`src/rtl/pc_unit_if.sv`:
```
// Control and status bundle between the PC unit and its pipeline clients
// (hazard unit, decode, CP0).
interface pc_unit_if #(
   parameter int WIDTH = 32
);
   logic             stall;
   logic             br_taken;
   logic [WIDTH-1:0] br_target;
   logic             exc_req;
   logic             eret_req;
   logic [WIDTH-1:0] epc_in;
   logic [WIDTH-1:0] pc_out;
   logic [WIDTH-1:0] pc_plus;
   logic             pend_valid;
   logic             adel;

   modport master (
      output stall, br_taken, br_target, exc_req, eret_req, epc_in,
      input  pc_out, pc_plus, pend_valid, adel
   );

   modport slave (
      input  stall, br_taken, br_target, exc_req, eret_req, epc_in,
      output pc_out, pc_plus, pend_valid, adel
   );
endinterface

```
`src/rtl/pc_unit.sv`:
```
// Program counter for the pipelined CPU: next-address selection, a one-entry
// buffer for redirects that arrive during a stall, and fetch address checking.
module pc_unit #(
   parameter int               WIDTH      = 32,
   parameter logic [WIDTH-1:0] RESET_ADDR = 32'h0000_3000,
   parameter logic [WIDTH-1:0] EXC_VEC    = 32'h0000_4180,
   parameter int unsigned      STEP       = 4,
   parameter logic [WIDTH-1:0] ADDR_LO    = 32'h0000_3000,
   parameter logic [WIDTH-1:0] ADDR_HI    = 32'h0000_6FFC
) (
   input  logic       clk,
   input  logic       reset,
   pc_unit_if.slave   bus
);
   typedef enum logic {
      EMPTY = 1'b0,
      FULL  = 1'b1
   } pend_state_t;

   pend_state_t      state_q, state_d;
   logic [WIDTH-1:0] pc_q, pc_d;
   logic [WIDTH-1:0] tgt_q, tgt_d;
   logic [WIDTH-1:0] pc_plus;
   logic [WIDTH:0]   lo_diff;
   logic [WIDTH:0]   hi_diff;

   assign pc_plus = pc_q + WIDTH'(STEP);

   always_ff @(posedge clk) begin
      if (reset) begin
         state_q <= EMPTY;
         pc_q    <= RESET_ADDR;
         tgt_q   <= '0;
      end else begin
         state_q <= state_d;
         pc_q    <= pc_d;
         tgt_q   <= tgt_d;
      end
   end

   always_comb begin
      state_d = state_q;
      pc_d    = pc_q;
      tgt_d   = tgt_q;
      if (bus.exc_req) begin
         pc_d    = EXC_VEC;
         state_d = EMPTY;
      end else if (bus.eret_req) begin
         pc_d    = bus.epc_in;
         state_d = EMPTY;
      end else if (bus.stall) begin
         // Only the first redirect is kept: it belongs to the oldest instruction.
         if (state_q == EMPTY && bus.br_taken) begin
            tgt_d   = bus.br_target;
            state_d = FULL;
         end
      end else if (state_q == FULL) begin
         pc_d    = tgt_q;
         state_d = EMPTY;
      end else if (bus.br_taken) begin
         pc_d = bus.br_target;
      end else begin
         pc_d = pc_plus;
      end
   end

   // Range checks use the borrow of a widened subtraction so that bounds at
   // the extremes of the address space do not degenerate into constant compares.
   assign lo_diff = {1'b0, pc_q} - {1'b0, ADDR_LO};
   assign hi_diff = {1'b0, ADDR_HI} - {1'b0, pc_q};

   assign bus.pc_out     = pc_q;
   assign bus.pc_plus    = pc_plus;
   assign bus.pend_valid = (state_q == FULL);
   assign bus.adel       = (pc_q[1:0] != 2'b00) || lo_diff[WIDTH] || hi_diff[WIDTH];
endmodule

```
`src/flat_wrapper.sv`:
```
// flat-port wrapper written by rule: the top's interface ports become plain ports
module pc_unit_flat 
#(
   parameter int               WIDTH      = 32,
   parameter logic [WIDTH-1:0] RESET_ADDR = 32'h0000_3000,
   parameter logic [WIDTH-1:0] EXC_VEC    = 32'h0000_4180,
   parameter int unsigned      STEP       = 4,
   parameter logic [WIDTH-1:0] ADDR_LO    = 32'h0000_3000,
   parameter logic [WIDTH-1:0] ADDR_HI    = 32'h0000_6FFC
)
  (clk, reset, bus_stall, bus_br_taken, bus_br_target, bus_exc_req, bus_eret_req, bus_epc_in, bus_pc_out, bus_pc_plus, bus_pend_valid, bus_adel);
  pc_unit_if #(.WIDTH(WIDTH)) bus_i ();
  input  logic clk;
  input  logic reset;
  input wire logic [$bits(bus_i.stall)-1:0] bus_stall;
  input wire logic [$bits(bus_i.br_taken)-1:0] bus_br_taken;
  input wire logic [$bits(bus_i.br_target)-1:0] bus_br_target;
  input wire logic [$bits(bus_i.exc_req)-1:0] bus_exc_req;
  input wire logic [$bits(bus_i.eret_req)-1:0] bus_eret_req;
  input wire logic [$bits(bus_i.epc_in)-1:0] bus_epc_in;
  output wire logic [$bits(bus_i.pc_out)-1:0] bus_pc_out;
  output wire logic [$bits(bus_i.pc_plus)-1:0] bus_pc_plus;
  output wire logic [$bits(bus_i.pend_valid)-1:0] bus_pend_valid;
  output wire logic [$bits(bus_i.adel)-1:0] bus_adel;
  assign bus_i.stall = bus_stall;
  assign bus_i.br_taken = bus_br_taken;
  assign bus_i.br_target = bus_br_target;
  assign bus_i.exc_req = bus_exc_req;
  assign bus_i.eret_req = bus_eret_req;
  assign bus_i.epc_in = bus_epc_in;
  assign bus_pc_out = bus_i.pc_out;
  assign bus_pc_plus = bus_i.pc_plus;
  assign bus_pend_valid = bus_i.pend_valid;
  assign bus_adel = bus_i.adel;
  pc_unit #(.WIDTH(WIDTH), .RESET_ADDR(RESET_ADDR), .EXC_VEC(EXC_VEC), .STEP(STEP), .ADDR_LO(ADDR_LO), .ADDR_HI(ADDR_HI)) u_core (.clk(clk), .reset(reset), .bus(bus_i));
endmodule
```
`config.mk`:
```
export PLATFORM = sky130hd
export DESIGN_NAME = pc_unit_flat
export DESIGN_NICKNAME = d
export VERILOG_FILES = /design/src/rtl/pc_unit_if.sv /design/src/rtl/pc_unit.sv /design/src/flat_wrapper.sv
export SDC_FILE = /design/constraint.sdc
export NUM_CORES = 1
export LEC_CHECK = 0
export BUFFER_PORTS_ARGS = -buffer_cell sky130_fd_sc_hd__clkbuf_2
export CORE_UTILIZATION = 45
export DETAILED_ROUTE_END_ITERATION = 7
export PLACE_DENSITY = 0.74
export SYNTH_ARGS = -nofsm -noshare
export SYNTH_HDL_FRONTEND = slang
export SYNTH_SLANG_ARGS = --single-unit
```
`constraint.sdc`:
```
create_clock -name clk -period 3.15 [get_ports clk]
set_input_delay 0.945 -clock clk [delete_from_list [all_inputs] [get_ports clk]]
set_output_delay 0.945 -clock clk [all_outputs]
set_load 0.01 [all_outputs]
```
==> impl_results.md <==
- Status: finished, final reports clean
- Reg2Reg Depth: 4
- Clock power share: between 30% and 40%
- Post-synth EDFFs: 0
- Rel. slew slack: a little over half
- Port-buffer cells: 135
- Actual slew at the worst max-slew pin: 0.681 ns
- WP data required: 2.20 ns
- Post-Synth XOR/XNOR Area: ~5.6%
- Die X: about 100 µm
- Tmin final: 3.06 ns
- Syn avg cell area: 7.12 µm²
- Worst path max stage delay: approximately 0.45 ns
- Static leakage: around 2.2 nW
- FFs w/ async S/R, synth: 0%
- Crit end category: output port
- Worst-path cell chain: nand4_1 -> buf_4 -> nor4_4 -> and4_1 -> xor2_1 -> clkbuf_2
- Pint: about 0.0013 W
- Seq cells post-synth: 65
- CTS root buffer: clkbuf_8
- Cell Area, Synth: approximately 0.0042 mm²
- Max-slew violations: 0
- Final nets: around 800
- Most common cell after layout, fill and taps aside: clkbuf_2
- Hold Crit Class: reg2reg
- Fmax: about 0.33 GHz
- Grt ovf: 0
- # rows: 34
- Unrepaired setup endpoints after global routing: yes
- Vias in the first global route: 4390
- Vias post-DR: just under 5000
- Worst Skew: roughly 0.0047 ns
- Initial Util: 47.4%
- I/O pin count: ~140
- Core ar.: roughly 0.0089 mm²
- DRT Pass-1 Iters: 5
- Non-Filler Instances: ~820
- Hold Path Cell Cnt: 2
- Max cap viols: 0
- Sink Count: 65
- Tcrit/Tclk final: 97.0%
- Average wire per cell in the routed design: about 18 µm
- Worst hold start: u_core.tgt_q[20]
- Final hold violations: 0
- Most used DFF post-synth: dfxtp_1
- Power per cell area: approximately 370 mW/mm²
- Chip height: 98.8 µm
- Synth cell types: between 60 and 70
- Comb pwr share: approximately a fifth
- CP top delay family: simple AND/OR/NAND/NOR gates
- Reg2Reg Launch Point: u_core.bus.pend_valid
- Leading cell types in the layout, fill and taps excluded: clkbuf_2, nand2_1, a21oi_1, dfxtp_1, nor2_1
- Clk pin slew, worst setup/hold paths: about 0.07 ns
- Layout cell share with drive strength beyond 1: between 20 and 30%
- Largest family of logic cells by synthesized area: simple AND/OR/NAND/NOR gates
- Initial antenna violation count: 0
- Reg2reg setup slack: 1.09 ns
- Final GP Congestion: just over 0.9
- YS warnings: 0
- H-tree lvl count: 3
- Area of the die: about 0.0098 mm²
- Post-synthesis mux area share: 1.69%
- First-pass GRT wire length: roughly 23 mm
- Net Sw Frac: around a third
- Register area share after synthesis: between 30 and 40%
- Hold Slack: approximately 0.46 ns
- Post-Syn Nets: approximately 660
- Synth Instances: just under 600
- Seq pwr share: 47.0%
- Placed cell count: 807
- Layout area overhead: 23.1%
- Drt initial violations: roughly 330
- Vias/cell: between 5 and 6
- Worst-path fanout max: 6
- Total GRT Usage: a little under a third
- Clock Tree Buf Depth: 2
- P_sw: roughly 0.00062 W
- Final WL: about 15 mm
- Clock Latency Late Sink: about 0.35 ns
- TritonCTS clock tree: done
- Startpoint Class: flip-flop
- CP max stage cell: dfxtp_1
- # diodes: 0
- Critical path class: reg2out
- Setup violations, final: 0
- Largest net degree at the start of global routing: 39
- Synth Area in Compound Gates: about a quarter
- Peak VDD IR: roughly 220 µV
- Post-route ant nets: 0
- Post-synthesis simple-gate area fraction: between 30% and 40%
- Total CTS buffers: 9
- Hold buffer count at CTS: 0
- Synthesized-area fraction occupied by adder cells: less than 1%
- Buf+Inv Stages, Crit Path: 2
- WP data arrival: about 2.1 ns
- Post-route DRC: 0
- Dpl hpwl: between 10 and 15 mm
- Worst R2R End: u_core.bus.pc_out[12]
- Hold Path Sink: u_core.tgt_q[20]
## how the worst max path moves through the flow
stage	startpoint	slack [ns]	to	cells past startpoint
floorplan	u_core.bus.pc_out[2]	0.55	bus_pc_plus[30]	6
global placement	u_core.bus.pc_out[12]	0.41	bus_pc_plus[21]	5
detailed placement	u_core.bus.pc_out[2]	0.39	bus_pc_plus[20]	6
CTS	u_core.bus.pc_out[2]	0.02	bus_pc_plus[28]	6
global route	u_core.bus.pc_out[11]	-0.002	bus_pc_plus[28]	6
finish	u_core.bus.pc_out[10]	0.09	bus_pc_plus[21]	6
## repair_timing
action                                  4_1_cts  5_1_grt
pin swaps                                     0        2
endpoints found under the setup margin        1       15
endpoints found under the hold margin         0        0
buffers inserted                              0        1
gates resized for setup                       1        9
## Yosys cell counts (5+ instances only)
| master | count | area, µm² |
|---|---|---|
| nand2_1 | 115 | 432 |
| nand3b_1 | 10 | 75.1 |
| nor2_1 | 50 | 188 |
| a21oi_1 | 80 | 400 |
| xor2_1 | 9 | 78.8 |
| a221oi_1 | 9 | 78.8 |
| nand3_1 | 14 | 70.1 |
| nor2b_1 | 5 | 31.3 |
| nor4_1 | 6 | 37.5 |
| and4_1 | 6 | 52.6 |
| buf_2 | 13 | 65.1 |
| mux2i_1 | 6 | 60.1 |
| inv_1 | 11 | 41.3 |
| o21ai_0 | 29 | 145 |
| xnor2_1 | 18 | 158 |
| a22o_1 | 5 | 43.8 |
| clkbuf_1 | 31 | 116 |
| dfxtp_1 | 65 | 1300 |
| nand4_1 | 9 | 56.3 |
| nor3_1 | 18 | 90.1 |
| o2bb2ai_1 | 5 | 43.8 |
## stage by stage
stage / utilization (%) / area (µm²) / power, W / TNS, ns / setup WS [ns]
global placement: 56.0 / 4980 / 0.00129 / 0 / 0.410
finish: 58.4 / 5190 / 0.00191 / 0 / 0.0944
detailed placement: 56.0 / 4980 / 0.00130 / 0 / 0.387
global route: 58.4 / 5190 / 0.00199 / -0.00162 / -0.00162
floorplan: - / 4210 / 0.00112 / 0 / 0.549
CTS: 57.9 / 5150 / 0.00191 / 0 / 0.0151
## routing by layer
| metal | vias to the layer above | wire [µm] | track usage (%) |
|---|---|---|---|
| met5 | - | 0 | 0 |
| li1 | 2326 | - | - |
| met1 | 2254 | 6530 | 43.0 |
| met4 | 0 | 369 | 11.5 |
| met2 | 265 | 6590 | 46.0 |
| met3 | 35 | 1240 | 4.54 |
## cell families (layout without fill, tap and decap cells)
| kind of cell | count (synthesis) | in the layout |
|---|---|---|
| AOI/OAI and AO/OA | 162 | 162 |
| DFF | 65 | 65 |
| xor gates and xnor gates | 27 | 27 |
| muxes | 7 | 7 |
| and+or+nand+nor | 266 | 266 |
| adders and majority gates | 1 | 1 |
| buffers and inverters | 64 | 188 |
## cell type report
cell class | instances | area, µm²
multi-input cells | 463 | 2670
clock buffers | 10 | 128
fillers | 878 | 3700
repair buffers | 161 | 871
flip-flops and latches | 65 | 1310
well taps | 108 | 135
clock inverters | 6 | 35.0
inverters | 11 | 41.3
## flip-flops by register name (all words and copies together) (netlist names), named ones only
name,flops
u_core.tgt_q,32
u_core.bus.pc_out,30
u_core.bus.pend_valid,1
## power groups by stage
stage | Clock [W] | Sequential [W] | Combinational, W
2_1_floorplan | 0 | 0.000908 | 0.000216
3_3_place_gp | 0 | 0.000912 | 0.000380
3_5_place_dp | 0 | 0.000915 | 0.000382
4_1_cts | 0.000633 | 0.000895 | 0.000384
5_1_grt | 0.000665 | 0.000904 | 0.000420
6_report | 0.000626 | 0.000900 | 0.000388
## tightest hold or removal path, stage by stage (launching register included)
cell     delay [ns]
dfxtp_1        0.31
nand2_1        0.05
a21oi_1        0.05
Note: power is estimated with default switching activity, not from simulation.
